--- src/rtl/counter_event_monitor_if.sv ---
// rtl/counter_event_monitor_if.sv - event record read port (valid/ready) of counter_event_monitor
interface counter_event_monitor_if;
    logic        evt_valid;
    logic        evt_ready;
    logic [6:0]  evt_code;
    logic [7:0]  evt_value_1;
    logic [7:0]  evt_value_2;
    logic [15:0] evt_stamp;

    modport master (
        output evt_valid, evt_code, evt_value_1, evt_value_2, evt_stamp,
        input  evt_ready
    );

    modport slave (
        input  evt_valid, evt_code, evt_value_1, evt_value_2, evt_stamp,
        output evt_ready
    );
endinterface

--- src/rtl/counter_event_monitor.sv ---
// rtl/counter_event_monitor.sv - wrap/match/threshold event detector feeding a timestamped show-ahead FIFO
// Optional threshold-crossing events (Evt_Code[6:5]) are built only with COUNTER_EVT_THRESH_EN defined.
module counter_event_monitor #(
    parameter int         DEPTH  = 8,
    parameter logic [7:0] THRESH = 8'hC0
) (
    input  logic                     clk,
    input  logic                     reset,
    input  logic [7:0]               cnt_data_1,
    input  logic [7:0]               cnt_data_2,
    input  logic                     mon_enable,
    input  logic                     ovf_clear,
    counter_event_monitor_if.master  evt,
    output logic [$clog2(DEPTH):0]   evt_count,
    output logic                     overflow
);
    localparam int AW = $clog2(DEPTH);
    localparam logic [AW:0] FULL_CNT = (AW+1)'(DEPTH);

    typedef struct packed {
        logic [6:0]  code;
        logic [7:0]  value_1;
        logic [7:0]  value_2;
        logic [15:0] stamp;
    } rec_t;

    rec_t          mem [DEPTH];
    rec_t          head;
    logic [7:0]    prev_1;
    logic [7:0]    prev_2;
    logic          primed;
    logic [15:0]   stamp;
    logic [AW-1:0] wr_ptr;
    logic [AW-1:0] rd_ptr;
    logic [AW:0]   count;
    logic [6:0]    mask;
    logic          valid;
    logic          full;
    logic          push;
    logic          pop;
    logic          accept;
    logic          lost;

    always_comb begin
        mask    = '0;
        mask[0] = (prev_1 == 8'hFF) && (cnt_data_1 == 8'h00);
        mask[1] = (prev_1 == 8'h00) && (cnt_data_1 == 8'hFF);
        mask[2] = (prev_2 == 8'hFF) && (cnt_data_2 == 8'h00);
        mask[3] = (prev_2 == 8'h00) && (cnt_data_2 == 8'hFF);
        mask[4] = (cnt_data_1 == cnt_data_2) && (prev_1 != prev_2);
`ifdef COUNTER_EVT_THRESH_EN
        mask[5] = (prev_1 < THRESH) && (cnt_data_1 >= THRESH);
        mask[6] = (prev_2 < THRESH) && (cnt_data_2 >= THRESH);
`endif
    end

`ifndef COUNTER_EVT_THRESH_EN
    logic unused_thresh;
    assign unused_thresh = ^THRESH;
`endif

    assign valid  = (count != '0);
    assign full   = (count == FULL_CNT);
    assign push   = mon_enable & primed & (|mask);
    // Pop is qualified by valid, so an empty-FIFO push+pop never falls through.
    assign pop    = valid & evt.evt_ready;
    assign accept = push & (~full | pop);
    assign lost   = push & full & ~pop;

    always_ff @(posedge clk or negedge reset) begin
        if (!reset) begin
            prev_1   <= '0;
            prev_2   <= '0;
            primed   <= 1'b0;
            stamp    <= '0;
            wr_ptr   <= '0;
            rd_ptr   <= '0;
            count    <= '0;
            overflow <= 1'b0;
        end else begin
            prev_1 <= cnt_data_1;
            prev_2 <= cnt_data_2;
            primed <= mon_enable;
            stamp  <= stamp + 16'd1;
            if (accept) wr_ptr <= wr_ptr + AW'(1);
            if (pop)    rd_ptr <= rd_ptr + AW'(1);
            case ({accept, pop})
                2'b10:   count <= count + (AW+1)'(1);
                2'b01:   count <= count - (AW+1)'(1);
                default: ;
            endcase
            if (lost)           overflow <= 1'b1;
            else if (ovf_clear) overflow <= 1'b0;
        end
    end

    always_ff @(posedge clk) begin
        if (accept) mem[wr_ptr] <= {mask, cnt_data_1, cnt_data_2, stamp};
    end

    // Head fields are gated so stale storage never shows while empty or in reset.
    assign head            = mem[rd_ptr];
    assign evt.evt_valid   = valid;
    assign evt.evt_code    = valid ? head.code    : '0;
    assign evt.evt_value_1 = valid ? head.value_1 : '0;
    assign evt.evt_value_2 = valid ? head.value_2 : '0;
    assign evt.evt_stamp   = valid ? head.stamp   : '0;
    assign evt_count       = count;
endmodule

--- src/flat_wrapper.sv ---
// flat-port wrapper written by rule: the top's interface ports become plain ports
module counter_event_monitor_flat 
#(
    parameter int         DEPTH  = 8,
    parameter logic [7:0] THRESH = 8'hC0
)
  (clk, reset, cnt_data_1, cnt_data_2, mon_enable, ovf_clear, evt_count, overflow, evt_evt_valid, evt_evt_code, evt_evt_value_1, evt_evt_value_2, evt_evt_stamp, evt_evt_ready);
  counter_event_monitor_if evt_i ();
  input  logic clk;
  input  logic reset;
  input  logic [7:0] cnt_data_1;
  input  logic [7:0] cnt_data_2;
  input  logic mon_enable;
  input  logic ovf_clear;
  output logic [$clog2(DEPTH):0] evt_count;
  output logic overflow;
  output wire logic [$bits(evt_i.evt_valid)-1:0] evt_evt_valid;
  output wire logic [$bits(evt_i.evt_code)-1:0] evt_evt_code;
  output wire logic [$bits(evt_i.evt_value_1)-1:0] evt_evt_value_1;
  output wire logic [$bits(evt_i.evt_value_2)-1:0] evt_evt_value_2;
  output wire logic [$bits(evt_i.evt_stamp)-1:0] evt_evt_stamp;
  input wire logic [$bits(evt_i.evt_ready)-1:0] evt_evt_ready;
  assign evt_evt_valid = evt_i.evt_valid;
  assign evt_evt_code = evt_i.evt_code;
  assign evt_evt_value_1 = evt_i.evt_value_1;
  assign evt_evt_value_2 = evt_i.evt_value_2;
  assign evt_evt_stamp = evt_i.evt_stamp;
  assign evt_i.evt_ready = evt_evt_ready;
  counter_event_monitor #(.DEPTH(DEPTH), .THRESH(THRESH)) u_core (.clk(clk), .reset(reset), .cnt_data_1(cnt_data_1), .cnt_data_2(cnt_data_2), .mon_enable(mon_enable), .ovf_clear(ovf_clear), .evt(evt_i), .evt_count(evt_count), .overflow(overflow));
endmodule
--- config.mk ---
export PLATFORM = sky130hd
export DESIGN_NAME = counter_event_monitor_flat
export DESIGN_NICKNAME = d
export VERILOG_FILES = /design/src/rtl/counter_event_monitor_if.sv /design/src/rtl/counter_event_monitor.sv /design/src/flat_wrapper.sv
export SDC_FILE = /design/constraint.sdc
export NUM_CORES = 1
export LEC_CHECK = 0
export CORE_ASPECT_RATIO = 0.6
export CORE_MARGIN = 1
export CORE_UTILIZATION = 60
export CTS_CLUSTER_SIZE = 10
export DETAILED_ROUTE_END_ITERATION = 10
export GPL_ROUTABILITY_DRIVEN = 0
export PLACE_DENSITY = 0.84
export SLEW_MARGIN = 20
export SYNTH_ARGS = -nofsm -noshare
export SYNTH_HDL_FRONTEND = slang
export SYNTH_SLANG_ARGS = --single-unit
--- constraint.sdc ---
create_clock -name clk -period 5.89 [get_ports clk]
set_clock_uncertainty 0.2 [all_clocks]
set_input_delay 1.178 -clock clk [delete_from_list [all_inputs] [get_ports clk]]
set_output_delay 1.178 -clock clk [all_outputs]
set_load 0.02 [all_outputs]
Word level (Yosys, flattened, before mapping)
Memories as Yosys holds them, arrays and structs flattened.
Index checks and enable logic that the tools add are counted.
{"block": "classes", "add_sub_neg": 5, "n_eq_ne": 9, "muxes": 9, "n_bitwise": 9, "n_reduce_logical": 13}
{"cell": "$eq 8x8->1 const B", "n": 4}
{"cell": "$logic_not 8->1", "n": 4}
{"cell": "$add 16x1->16 const B", "n": 1}
{"cell": "$mux 16", "n": 1}
{"cell": "$mux 8", "n": 2}
{"cell": "$eq 8x8->1", "n": 1}
{"cell": "$ne 8x8->1", "n": 1}
{"cell": "$pmux 4 s2", "n": 1}
{"cell": "$mux 7", "n": 1}
{"cell": "$add 3x1->3 const B", "n": 2}
{"cell": "$and 1x1->1", "n": 6}
{"cell": "$logic_and 1x1->1", "n": 5}
{"cell": "$reduce_or 5->1", "n": 1}
{"cell": "$add 4x1->4 const B", "n": 1}
{"cell": "$eq 4x4->1 const B", "n": 1}
{"cell": "$mux 1", "n": 4}
{"cell": "$reduce_bool 2->1", "n": 2}
{"cell": "$reduce_bool 4->1", "n": 1}
{"cell": "$sub 4x1->4 const B", "n": 1}
{"cell": "$eq 2x1->1 const B", "n": 1}
{"cell": "$eq 2x2->1 const B", "n": 1}
{"cell": "$not 1->1", "n": 2}
{"cell": "$or 1x1->1", "n": 1}
{"block": "totals", "regBits": 44, "ram_bits": 296, "in_bits": 21, "out_inout_bits": 45, "elab_cells": 54, "mem_count": 1}
{"memory": "u_core.mem", "words": 8, "width": 37, "read_ports": 1, "rd_ports_with_merged_regs": 0, "write_ports": 1, "line": "counter_event_monitor.sv:27", "rtl": "rec_t mem [DEPTH];"}

Depth between registers and ports, before layout
{"block": "depth", "depth_word": 7, "ltp_mapped": 14, "ltp_nobuf": 13}

Least setup slack after synthesis
OpenSTA, ideal clock, no wires.
{"block": "synth_timing", "path_kind": "input to register", "from": "in cnt_data_2[2]", "to": "mem u_core.mem[1][0] (netlist bit) (enable)", "setup_ns": 0.477, "arrival_ns": 5.261, "required_time_ns": 5.213, "setup_slack_ns": -0.048, "cell_stages": 7, "n_path_buf": 1, "cell_sequence": "or4_1 nor4_4 or2_1 o41a_2 buf_6 nand3_1 nor3_1"}
{"block": "synth_via", "elab_chain_len": 7, "word_cells_on_any_way": 11, "classes_between": "eq/ne: 2; mux: 2; bitwise: 2; reduce/logical: 5"}
{"element": "start, declared", "line": "flat_wrapper.sv:12", "rtl": "input logic [7:0] cnt_data_2;"}
{"element": "$logic_not 8->1", "line": "counter_event_monitor.sv:48", "rtl": "mask[2] = (prev_2 == 8'hFF) && (cnt_data_2 == 8'h00);"}
{"element": "$logic_and 1x1->1", "line": "counter_event_monitor.sv:48"}
{"element": "named net u_core.mask[2]", "line": "counter_event_monitor.sv:36", "rtl": "logic [6:0] mask;"}
{"element": "$reduce_or 5->1", "line": "counter_event_monitor.sv:64", "rtl": "assign push = mon_enable & primed & (|mask);"}
{"element": "$and 1x1->1", "line": "counter_event_monitor.sv:64"}
{"element": "$and 1x1->1", "line": "counter_event_monitor.sv:67", "rtl": "assign accept = push & (~full | pop);"}
{"element": "$mux 1", "line": "counter_event_monitor.sv:98", "rtl": "if (accept) mem[wr_ptr] <= {mask, cnt_data_1, cnt_data_2, stamp};"}
{"element": "$mux 1 (not written as such)", "line": "counter_event_monitor.sv:98"}
{"element": "end, declared", "line": "counter_event_monitor.sv:27"}
The timed path passes the listed nets, and every way through them passes these cells.

Final worst setup path
{"block": "layout_timing", "from": "in cnt_data_2[1]", "to": "mem u_core.mem[6][14] (netlist bit) (enable)"}
Same word-level chain as after synthesis.

==> flow_metrics.env <==
export IMPL_routedWlPerCell_um=26.8
export IMPL_first_global_vias=7337
export IMPL_power_leakage_nw=5.27
export IMPL_drc=0
export IMPL_die_width_um=194
export IMPL_nets=791
export IMPL_clkSinkCount=340
export IMPL_viasPerCell=6.44
export IMPL_cts_setup_buffers=0
export IMPL_crit_path_max_incr_delay_ns=0.68
export IMPL_synth_most_common_cell="sky130_fd_sc_hd__edfxtp_1"
export IMPL_timing_hold_worst_class="reg -> reg"
export IMPL_synth_fa_ha_area_share_pct=0.620
export IMPL_synth_top_cell_area_share_pct=66.7
export IMPL_pwr_share_comb_pct=28.5
export IMPL_ys_flop_type="sky130_fd_sc_hd__edfxtp_1"
export IMPL_final_layout_size_suffix_gt1_share_pct=20.7
export IMPL_synth_simple_gate_area_share_pct=4.51
export IMPL_post_synthesis_average_cell_area_sq_um=20.2
export IMPL_globalRouteTotalUtil_pct=26.5
export IMPL_post_synth_main_area_contributors="sky130_fd_sc_hd__edfxtp_1 67%, sky130_fd_sc_hd__mux4_2 13%, sky130_fd_sc_hd__dfrtp_1 8.3%"
export IMPL_worstSkewPairLatency_ns=0.52
export IMPL_die_height_um=117
export IMPL_fmax_mhz=199
export IMPL_worst_path_bufs_invs=2
export IMPL_design_power_total_mw=6.95
export IMPL_maximum_net_fanout_on_the_critical_path=14
export IMPL_tns_ns=0
export IMPL_clock_share_of_power_pct=30.4
export IMPL_timing_max_transition_violations_final=0
export IMPL_critical_path_startpoint_type="primary input"
export IMPL_reg2reg_setup_slack_ns=1.73
export IMPL_synth_common_cells="296 x sky130_fd_sc_hd__edfxtp_1, 74 x sky130_fd_sc_hd__mux4_2, 46 x sky130_fd_sc_hd__nor2_1"
export IMPL_total_of_fill_cells_in_the_finished_design=1186
export IMPL_power_switching_share_pct=29.4
export IMPL_synth_compound_area_share_pct=0.479
export IMPL_clock_tree_htree_level_count=2
export IMPL_drt_wl_total_mm=28.8
export IMPL_finalHoldViolations=0
export IMPL_drtAntennaViolNets=0
export IMPL_holdBufCountCts=0
export IMPL_critical_path_arrival_ns=5.03
export IMPL_critPathSlowestCell="sky130_fd_sc_hd__clkdlybuf4s50_1"
export IMPL_timing_setup_critical_path_class="in -> reg"
export IMPL_synth_edff_count=296
export IMPL_grt_pass1_wl_mm=43.9
export IMPL_non_filler_cells_in_the_finished_layout=1072
export IMPL_grt_antenna_before_repair=0
export IMPL_place_inst=1002
export IMPL_drt_first_iter_violations=637
export IMPL_die_area_sq_um=22800
export IMPL_outcome="complete, no violations"
export IMPL_cts_repair_resized=0
export IMPL_p_per_area_nw_per_um2=445
export IMPL_cts_tree="built"
export IMPL_worst_slew_margin_rel_pct=25.5
export IMPL_synth_async_sr_flop_share_pct=12.9
export IMPL_dp_final_hpwl_mm=16.3
export IMPL_clock_transition_at_the_register_clock_pins_on_the_worst_setup_and_hold_paths_after_cts_ns=0.05
export IMPL_grt_max_degree=45
export IMPL_maxCapViolCount=0
export IMPL_crit_path_cells="clkdlybuf4s50_1, or4_4, nor4_4, or2_1, o41a_2, nand3b_1, nor2_4, buf_4"
export IMPL_synthCells=660
export IMPL_internal_power_mw=4.91
export IMPL_ys_warn_count=0
export IMPL_power_frac_seq_pct=41.1
export IMPL_clk_path_buf_depth=3
export IMPL_setup_violations_final=0
export IMPL_vias=6905
export IMPL_synth_area_leader_cell="sky130_fd_sc_hd__edfxtp_1"
export IMPL_port_buffer_count=63
export IMPL_numCtsBuffers=39
export IMPL_firstDrtPassIters=5
export IMPL_synth_seq_area_share_pct=74.9
export IMPL_synthToLayoutAreaGrowth_pct=17.2
export IMPL_synth_cell_area_sq_um=13300
export IMPL_crit_family="simple AND/OR/NAND/NOR gates"
export IMPL_cts_root_buf="sky130_fd_sc_hd__clkbuf_16"
export IMPL_antennaDiodeCount=0
export IMPL_total_i_o_pin_count=66
export IMPL_initial_utilization_pct=62.3
export IMPL_p_switching_mw=2.05
export IMPL_post_route_min_period_ns=5.03
export IMPL_row_count=41
export IMPL_synth_xor_xnor_area_share_pct=2.42
export IMPL_core_area_sq_um=21400
export IMPL_required_ns=5.90
export IMPL_main_combinational_cell_family_by_area_after_synthesis="multiplexers"
export IMPL_tightestPinTransition_ns=1.12
export IMPL_post_synth_num_cell_types=46
export IMPL_grt_overflow=0
export IMPL_grt_setup_unrepaired="no"
export IMPL_synth_seq_cells=340
export IMPL_vdd_ir_drop_max_mv=0.322
export IMPL_yosys_mux_area_fraction_pct=15.8
export IMPL_fin_crit_sh_pct=85.3
export IMPL_end_kind="flip-flop"
worst paths after layout:
kind | start | end | depth (start not counted)
min in group asynchronous | reset | u_core.stamp[1] | 2
hold reg to reg | u_core.overflow | u_core.overflow | 2
hold / removal | u_core.overflow | u_core.overflow | 2
setup reg to reg | u_core.prev_2[0] | u_core.mem[6][14] | 7
max in group asynchronous | reset | u_core.rd_ptr[0] | 2
setup / recovery | cnt_data_2[1] | u_core.mem[6][14] | 8
tightest hold or removal path, cell delays in order (launching register included):
cell and delay [ns]:
sky130_fd_sc_hd__dfrtp_1 0.37, sky130_fd_sc_hd__inv_1 0.05, sky130_fd_sc_hd__o21ai_1 0.05
cell usage in the layout, fill, tap and decap left out, types with 3 or more instances in the layout:
master / synthesis / final
sky130_fd_sc_hd__nand2b_1: 3 / 3
sky130_fd_sc_hd__and3_1: 4 / 4
sky130_fd_sc_hd__buf_4: 2 / 22
sky130_fd_sc_hd__nor3_1: 5 / 3
sky130_fd_sc_hd__ha_1: 5 / 5
sky130_fd_sc_hd__nand4_1: 11 / 11
sky130_fd_sc_hd__clkbuf_16: 0 / 39
sky130_fd_sc_hd__buf_12: 0 / 5
sky130_fd_sc_hd__edfxtp_1: 296 / 296
sky130_fd_sc_hd__or4_1: 3 / 3
sky130_fd_sc_hd__nand2_1: 11 / 11
sky130_fd_sc_hd__mux4_2: 74 / 74
sky130_fd_sc_hd__inv_1: 8 / 8
sky130_fd_sc_hd__xor2_1: 12 / 12
sky130_fd_sc_hd__xnor2_1: 23 / 23
sky130_fd_sc_hd__dfrtp_1: 44 / 41
sky130_fd_sc_hd__nand3_1: 11 / 11
sky130_fd_sc_hd__nor4_1: 7 / 6
sky130_fd_sc_hd__clkdlybuf4s50_1: 0 / 62
sky130_fd_sc_hd__clkbuf_1: 11 / 30
sky130_fd_sc_hd__nor2_4: 0 / 6
sky130_fd_sc_hd__nor2_1: 46 / 40
sky130_fd_sc_hd__mux2i_1: 39 / 39
power by group through the flow:
stage / combinational, mW / sequential, mW / clock, mW
global placement: 1.95 / 2.90 / 0
CTS: 2.00 / 2.86 / 2.15
floorplan: 1.37 / 2.72 / 0
global route: 2.10 / 2.88 / 2.25
finish: 1.98 / 2.86 / 2.12
detailed placement: 1.97 / 2.91 / 0
per-layer routing:
| layer | vias up | routed length (um) | track usage (%) |
|---|---|---|---|
| met5 | - | 0 | 0 |
| met4 | 0 | 672 | 9.18 |
| met3 | 65 | 2450 | 5.21 |
| met2 | 367 | 13400 | 40.5 |
| met1 | 3611 | 12300 | 38.9 |
| li1 | 2862 | - | - |
layout make-up:
| class | instances | area, sq um | area share, % |
|---|---|---|---|
| clock buffers | 69 | 1090 | 6.97 |
| clock inverters | 1 | 8.76 | 0.0561 |
| inverters | 8 | 30.0 | 0.192 |
| multi-input cells | 285 | 3260 | 20.9 |
| flip-flops and latches | 340 | 10000 | 64.0 |
| well taps | 279 | 349 | 2.23 |
| repair buffers | 90 | 891 | 5.70 |
registers in the layout (all words and copies together) (netlist names):
signal	count
u_core.overflow	1
u_core.mem	296
u_core.rd_ptr	3
u_core.prev_2	8
u_core.primed	1
u_core.wr_ptr	3
u_core.evt_count	4
u_core.prev_1	8
u_core.stamp	16
per-stage QoR:
step	util (%)	cell area [sq um]	setup slack [ns]	hold slack [ns]
after global placement	67.9	14500	0.815	0.302
after global routing	73.0	15600	0.699	0.365
after floorplan	-	13300	0.938	0.283
after detailed placement	67.9	14500	0.528	0.309
final	73.0	15600	0.865	0.317
after CTS	73.0	15600	0.885	0.321
cells by family (layout without fill, tap and decap cells):
family	Yosys count	after routing
flip-flops	340	340
multiplexers	117	117
AND/OR/NAND/NOR	115	115
XOR/XNOR	36	36
buffers and inverters	36	168
AO/OA/AOI/OAI	9	9
adder cells (fa/ha/maj)	6	6
other	1	2
No activity file was read; power rests on OpenSTA's default activity.
